$ cat config.mk
export PLATFORM = sky130hd
export DESIGN_NAME = disp_arbiter
export DESIGN_NICKNAME = d
export VERILOG_FILES = /design/src/rtl/disp_arbiter.sv
export SDC_FILE = /design/constraint.sdc
export NUM_CORES = 1
export LEC_CHECK = 0
export BUFFER_PORTS_ARGS = -buffer_cell sky130_fd_sc_hd__buf_2
export CAP_MARGIN = 20
export CORE_MARGIN = 2
export CORE_UTILIZATION = 51
export CTS_CLUSTER_DIAMETER = 50
export DETAILED_ROUTE_END_ITERATION = 12
export PLACE_DENSITY = 0.83
export SLEW_MARGIN = 20
export SYNTH_ARGS = -nofsm -noshare
export SYNTH_HDL_FRONTEND = slang
export SYNTH_SLANG_ARGS = --single-unit
$ cat constraint.sdc
create_clock -name clk -period 2.6 [get_ports clk]
set_input_delay 0.39 -clock clk [delete_from_list [all_inputs] [get_ports clk]]
set_output_delay 0.39 -clock clk [all_outputs]
set_load 0.02 [all_outputs]
$ cat src/rtl/disp_arbiter.sv
// Round-robin arbiter sharing one 32-bit display value between four requesters.
// Latency: 1 cycle from sampled req to grant/d_out/swap; owner data tracks d_out with 1-cycle delay.
// Each grant lasts at least HOLD cycles; others wait and are served on the decision edge in round-robin order.
module disp_arbiter #(
  parameter logic [15:0] HOLD = 16'd50000
) (
  input  logic         clk,
  input  logic         rst,
  input  logic [3:0]   req,
  input  logic [127:0] src_d,
  output logic [31:0]  d_out,
  output logic [3:0]   grant,
  output logic [1:0]   owner,
  output logic         busy,
  output logic         swap
);

  typedef enum logic {IDLE, OWN} state_t;

  state_t      state_q, state_d;
  logic [3:0]  grant_q, grant_d;
  logic [1:0]  owner_q, owner_d;
  logic [31:0] d_out_q, d_out_d;
  logic        swap_q, swap_d;
  logic [15:0] hold_cnt_q, hold_cnt_d;

  logic        win_vld;
  logic [1:0]  win_idx;
  logic [1:0]  cand;
  logic [31:0] win_dat;
  logic [31:0] own_dat;
  logic        hold_last;

  // Round-robin search starting after the last owner; the last owner itself is checked last.
  always_comb begin
    win_vld = 1'b0;
    win_idx = owner_q;
    cand    = owner_q;
    for (int i = 1; i <= 4; i++) begin
      cand = owner_q + i[1:0];
      if (!win_vld && req[cand]) begin
        win_vld = 1'b1;
        win_idx = cand;
      end
    end
  end

  assign win_dat   = src_d[{win_idx, 5'b0} +: 32];
  assign own_dat   = src_d[{owner_q, 5'b0} +: 32];
  assign hold_last = (hold_cnt_q == (HOLD - 16'd1));

  // Next-state and output decode; everything holds unless a branch says otherwise.
  always_comb begin
    state_d    = state_q;
    grant_d    = grant_q;
    owner_d    = owner_q;
    d_out_d    = d_out_q;
    swap_d     = 1'b0;
    hold_cnt_d = hold_cnt_q;
    unique case (state_q)
      IDLE: begin
        grant_d = 4'b0000;
        if (win_vld) begin
          state_d    = OWN;
          grant_d    = 4'b0001 << win_idx;
          owner_d    = win_idx;
          d_out_d    = win_dat;
          hold_cnt_d = 16'd0;
          swap_d     = 1'b1;
        end
      end
      OWN: begin
        if (!hold_last) begin
          // Hold period: grant is locked regardless of the owner's request.
          d_out_d    = own_dat;
          hold_cnt_d = hold_cnt_q + 16'd1;
        end else if (!win_vld) begin
          // Nobody wants the display: release it but keep the last value shown.
          state_d = IDLE;
          grant_d = 4'b0000;
        end else if (win_idx != owner_q) begin
          grant_d    = 4'b0001 << win_idx;
          owner_d    = win_idx;
          d_out_d    = win_dat;
          hold_cnt_d = 16'd0;
          swap_d     = 1'b1;
        end else begin
          // Sole requester is the owner: keep tracking its data, counter stays saturated.
          d_out_d = own_dat;
        end
      end
      default: begin
        state_d = IDLE;
        grant_d = 4'b0000;
      end
    endcase
  end

  // State registers with asynchronous reset; owner=3 makes source 0 win first.
  always_ff @(posedge clk or posedge rst) begin
    if (rst) begin
      state_q    <= IDLE;
      grant_q    <= 4'b0000;
      owner_q    <= 2'd3;
      d_out_q    <= 32'd0;
      swap_q     <= 1'b0;
      hold_cnt_q <= 16'd0;
    end else begin
      state_q    <= state_d;
      grant_q    <= grant_d;
      owner_q    <= owner_d;
      d_out_q    <= d_out_d;
      swap_q     <= swap_d;
      hold_cnt_q <= hold_cnt_d;
    end
  end

  assign d_out = d_out_q;
  assign grant = grant_q;
  assign owner = owner_q;
  assign busy  = |grant_q;
  assign swap  = swap_q;

endmodule

==> flow_summary.yaml, run 1 <==
finish:
  antenna_cells: 0
  n_fill_cell: 715
  final_area_mm2: 0.00574
  seqCellArea_mm2: 0.00140
  area_growth_pct: 23.7
  final_util_pct: 65.5
  multiInputGateArea_mm2: 0.00302
  nets: 730
  layout-drive-gt1-share_pct: 48.5
cts:
  post_cts_buffers: 0
  clk_pin_slew_ns: 0.11
  cts.sinks: 56
  clock_path_buffers: 2
  numCtsBuffers: 5
  cts_hold_buf: 0
  cts-resized-gates: 0
  htreeDepth: 2
  cts_tree: "built"
  clock_latency_ns: 0.31
  root_buffer: "clkbuf_8"
synth:
  yosys.area_share.simple_pct: 9.81
  syn_nets: 562
  synth_cell_types: 53
  ys_warn_count: 0
  yosys-top-cells-area: "dfrtp_1 29%, mux4_2 16%, mux2i_1 14%, mux2_2 8.0%, a21oi_1 3.9%"
  yosysSeqAreaShare_pct: 30.3
  synth_top_family_by_area: "multiplexers"
  synthXorXnorAreaFrac_pct: 0.189
  syn_area_per_cell_um2: 10.9
  synth_compound_gate_area_share_pct: 16.7
  synthAdderAreaFrac_pct: 0.270
  synthFlopType: "dfrtp_1"
  yosysTopAreaCell: "dfrtp_1"
  syn_area_mm2: 0.00464
  synth_top_area_share_pct: 29.1
  synth_seq_cells: 56
  synthArstFlopShare_pct: 100
  synthCells: 427
  synth_mux_area_share_pct: 38.0
  synth_edf_count: 0
pwr:
  power.density_mw_per_mm2: 421
  p_leak_uw: 0.00267
  vdd_drop_max_v: 0.000232
drt:
  ant_nets: 0
  wire_per_inst_um: 18.5
  first_pass_iters: 5
  vias: 4364
  drt_wl_total_um: 13000
  drc_errors: 0
  drtIter0Drc: 254
  routed_via_density: 6.20
sta:
  fin_worst_skew_ns: 0.0222
  maxSlewHeadroom_pct: 47.8
  finalCritPeriodShare_pct: 88.2
  finalWorstSetupSlack_ns: 0.306
  final_hold_viol_count: 0
  setup_violations: 0
  slew_violations: 0
  whs_ns: 0.0194
  fin_setup_tns_ns: 0
  rsz0062_at_grt: "no"
  worstMarginPinSlew_ns: 0.778
  fmax_mhz: 436
  period_minus_slack_ns: 2.29
die:
  die_h_um: 99.4
  die_area_mm2: 0.00988
  core_region_area_mm2: 0.00876
  start_util_pct: 53.0
  rows: 34
  fp.dieW_um: 99.4
  io_pins: 174
global_route:
  grt_pass1_vias: 4525
  antenna_found_initial: 0
  grt_max_degree: 39
  gr-total-overflow: 0
  grt.total_usage_pct: 26.5
  grt_first_pass_wirelength_um: 21300
outcome:
  status: "completed"
place:
  io_buffers: 173
  dp_hpwl_um: 10200
  dpl_worst_slack_ns: 0.295
  placed_area_mm2: 0.00564
  place_congestion: 0.905
worst_setup_path:
  cpPeakStageDelay_ns: 0.64
  r2r_end: "d_out[24]"
  r2r_start: "owner[1]"
  slowest_stage: "dfstp_2"
  startpoint: "owner[1]"
  start_kind: "register"
  worstSetupPathType: "reg -> reg"
  endpoint_kind: "register"
  rr_worst_depth: 5
  path_common_cell: "mux2_2"
  cp_top_family: "multiplexers"
  arrival_ns: 2.49
  crit_required_ns: 2.80
  critPathCapture: "d_out[24]"
  crit_buf_inv: 1
  crit_chain: "mux2_2, a221oi_4, buf_4, mux2_2, a211oi_1"
  cp_num_cells: 5
  path_max_fanout: 19
  reg2reg_setup_slack_ns: 0.31
run:
  max-cap-violations: 0
worst_hold_path:
  worst_hold_path_type: "in -> async"
worst min path at each step:
stage / start / cells after the start / end
final: rst / 2 / hold_cnt_q[5]
after global routing: rst / 2 / hold_cnt_q[1]
after CTS: rst / 2 / hold_cnt_q[6]
after detailed placement: rst / 2 / d_out[27]
after global placement: rst / 2 / swap
after floorplan: hold_cnt_q[15] / 1 / hold_cnt_q[15]
cells by family (layout without fill, tap and decap cells):
logic type	count (synthesis)	after routing
AOI/OAI and AO/OA	104	104
xor gates and xnor gates	1	1
adders and majority gates	1	1
buffers and inverters	42	211
DFF	56	56
muxes	132	132
and+or+nand+nor	91	91
worst register-to-register path: cells and delay by family (launching register included):
| kind | cells | cell delay [ns] |
|---|---|---|
| mux | 2 | 0.75 |
| flops | 1 | 0.64 |
| buf+inv | 1 | 0.32 |
| compound gates | 2 | 0.48 |
cells in the final DEF (no fill, tap or decap), drive strengths merged, types with 2 or more instances in the layout:
| master | n |
|---|---|
| nand3 | 6 |
| nor2 | 43 |
| dfstp | 2 |
| o21ai | 7 |
| a32o | 2 |
| buf | 194 |
| dfrtp | 54 |
| or3 | 2 |
| clkbuf | 7 |
| and3 | 3 |
| mux4 | 32 |
| a21oi | 37 |
| a22o | 2 |
| inv | 9 |
| o21a | 2 |
| nor3 | 3 |
| nand2b | 3 |
| mux2i | 66 |
| nand4 | 3 |
| and4 | 2 |
| mux2 | 34 |
| nand2 | 15 |
| o21bai | 5 |
| a31oi | 7 |
| nor4bb | 2 |
| nor4b | 2 |
| a211oi | 32 |
per-stage QoR:
step | std cells | power [µW]
floorplan | 427 | 1630
global placement | 696 | 1900
detailed placement | 696 | 1930
CTS | 704 | 2420
global route | 704 | 2520
finish | 704 | 2420
cells in the mapped netlist (2+ instances only):
library cell and number:
a211oi_1 21, a211oi_2 11, a21oi_1 36, a22o_1 2, a31oi_1 6, a32o_1 2, and3_1 3, and4_1 2
buf_2 9, buf_4 8, buf_6 3, clkbuf_1 13, dfrtp_1 54, dfstp_2 2, inv_1 9, mux2_2 33
mux2i_1 66, mux4_2 32, nand2_1 15, nand2b_1 3, nand3_1 6, nand4_1 3, nor2_1 43, nor3_1 3
nor4b_1 2, nor4bb_1 2, o21a_1 2, o21ai_0 4, o21ai_1 3, o21bai_1 5, or3_1 2
report_power, final:
part | internal, µW | switching [µW]
combinational | 464 | 463
sequential | 939 | 50.1
clock | 219 | 280
total | 1620 | 793
state kept, by name, summed over array words and instances (netlist names):
register / cells
d_out: 32
hold_cnt_q: 16
swap: 1
owner: 2
state_q: 1
grant: 4
per-layer routing:
metal  track usage (%)  share of wire [%]  vias to the layer above  wire length [µm]
li1                  -                  -                     1992                 -
met1              33.1                 39                     2128              5140
met2              45.9                 52                      213              6720
met3              4.50                6.6                       31               867
met4              10.6                2.5                        0               321
met5                 0                  0                        -                 0
layout make-up:
class	count	share of cell area [%]
multi-input cells	329	52.7
flip-flops and latches	56	24.5
repair buffers	194	18.3
well taps	108	2.35
clock buffers	7	1.50
inverters	9	0.589
clock inverters	1	0.153
(Power assumes the default switching activity.)
==> run 2: changes to the inputs <==
MAX_ROUTING_LAYER = met4   (was default)
==> run 2 against run 1 <==
Against the previous run: flip-flop and latch count stayed put; critical endpoint unchanged; wire length decreased by 0.24%; first-iteration DRC count is 3.5% lower; largest cell class unchanged; final cell count stayed put; critical path type unchanged; sequential power barely moved; global-route usage is 0.79 points higher; register-to-register slack barely moved.
==> flow_summary.yaml, run 2 (synthesized netlist as in run 1, its figures left out) <==
finish:
  largest_reg_flops: 32
  area_growth_pct: 23.7
  mostFrequentLayoutCells: "173 x buf_2, 66 x mux2i_1, 54 x dfrtp_1"
  final_util_pct: 65.5
  antenna_cells: 0
  layout-drive-gt1-share_pct: 48.5
  final_common_cell: "buf_2"
  nets: 730
sta:
  maxSlewHeadroom_pct: 48.5
  whs_ns: 0.0244
  setup_violations: 0
  finalCritPeriodShare_pct: 88.4
  fin_setup_tns_ns: 0
  final_hold_viol_count: 0
  fin_worst_skew_ns: 0.0178
  period_minus_slack_ns: 2.30
  slew_violations: 0
  fmax_mhz: 435
  rsz0062_at_grt: "no"
  worstMarginPinSlew_ns: 0.767
cts:
  root_buffer: "clkbuf_8"
  cts_tree: "built"
  htreeDepth: 2
  clock_path_buffers: 2
  numCtsBuffers: 5
  clock_latency_ns: 0.31
  cts.sinks: 56
  cts_hold_buf: 0
  cts-resized-gates: 0
  clk_pin_slew_ns: 0.10
  post_cts_buffers: 0
die:
  rows: 34
  die_h_um: 99.4
  fp.dieW_um: 99.4
  core_region_area_mm2: 0.00876
  die_area_mm2: 0.00988
  io_pins: 174
  start_util_pct: 53.0
pwr:
  p_leak_uw: 0.00267
  total_power_uw: 2410
  vdd_drop_max_v: 0.000228
  power.density_mw_per_mm2: 420
drt:
  routed_via_density: 6.12
  drtIter0Drc: 245
  drc_errors: 0
  ant_nets: 0
  drt_wl_total_um: 13000
  vias: 4311
  wire_per_inst_um: 18.5
  first_pass_iters: 4
worst_setup_path:
  crit_required_ns: 2.80
  path_max_fanout: 19
  endpoint_kind: "register"
  arrival_ns: 2.49
  worstSetupPathType: "reg -> reg"
  start_kind: "register"
  reg2reg_setup_slack_ns: 0.30
global_route:
  grt_first_pass_wirelength_um: 21300
  grt_pass1_vias: 4529
  gr-total-overflow: 0
  grt.total_usage_pct: 27.3
  antenna_found_initial: 0
  grt_max_degree: 39
worst_hold_path:
  worst_hold_path_type: "in -> async"
outcome:
  status: "completed"
place:
  dp_hpwl_um: 10200
  place_congestion: 0.921
  io_buffers: 173
run:
  max-cap-violations: 0
[run 2: cell type report]
cell class | count | area, µm²
clock buffer | 7 | 86.3
clock inverter | 1 | 8.76
fill | 715 | 3020
inverter | 9 | 33.8
multi-input combinational | 329 | 3020
sequential | 56 | 1400
tap | 108 | 135
timing repair buffer | 194 | 1050
[run 2: worst paths after layout]
kind | cells after the start | start | endpoint
setup / recovery | 5 | owner[1] | d_out[24]
hold / removal | 2 | rst | hold_cnt_q[5]
setup reg to reg | 5 | owner[1] | d_out[24]
hold reg to reg | 1 | hold_cnt_q[15] | hold_cnt_q[15]
max in group asynchronous | 3 | rst | hold_cnt_q[15]
min in group clk | 1 | hold_cnt_q[15] | hold_cnt_q[15]
[run 2: metal layers]
| layer | vias to the layer above | share of wire, % | GRT usage (%) | wire (µm) |
|---|---|---|---|---|
| li1 | 1988 | - | - | - |
| met1 | 2117 | 40 | 33.6 | 5200 |
| met2 | 179 | 52 | 45.8 | 6700 |
| met3 | 27 | 6.2 | 3.87 | 802 |
| met4 | 0 | 2.4 | 10.6 | 306 |
| met5 | - | 0 | - | 0 |
[run 2: metrics by stage]
stage	setup WS [ns]	std cells	area, µm²
5_1_grt	0.128	704	5740
3_5_place_dp	0.295	696	5640
3_3_place_gp	0.368	696	5640
4_1_cts	0.286	704	5740
6_report	0.303	704	5740
2_1_floorplan	0.114	427	4640
[run 2: where the power goes]
part           internal, µW  switching (µW)
registers               939            49.6
clock network           219             277
logic                   464             463
[run 2: worst max-delay path, cell delays in order (launching register included)]
cell	delay, ns
dfstp_2	0.64
mux2_2	0.38
a221oi_4	0.23
buf_4	0.32
mux2_2	0.37
a211oi_1	0.25
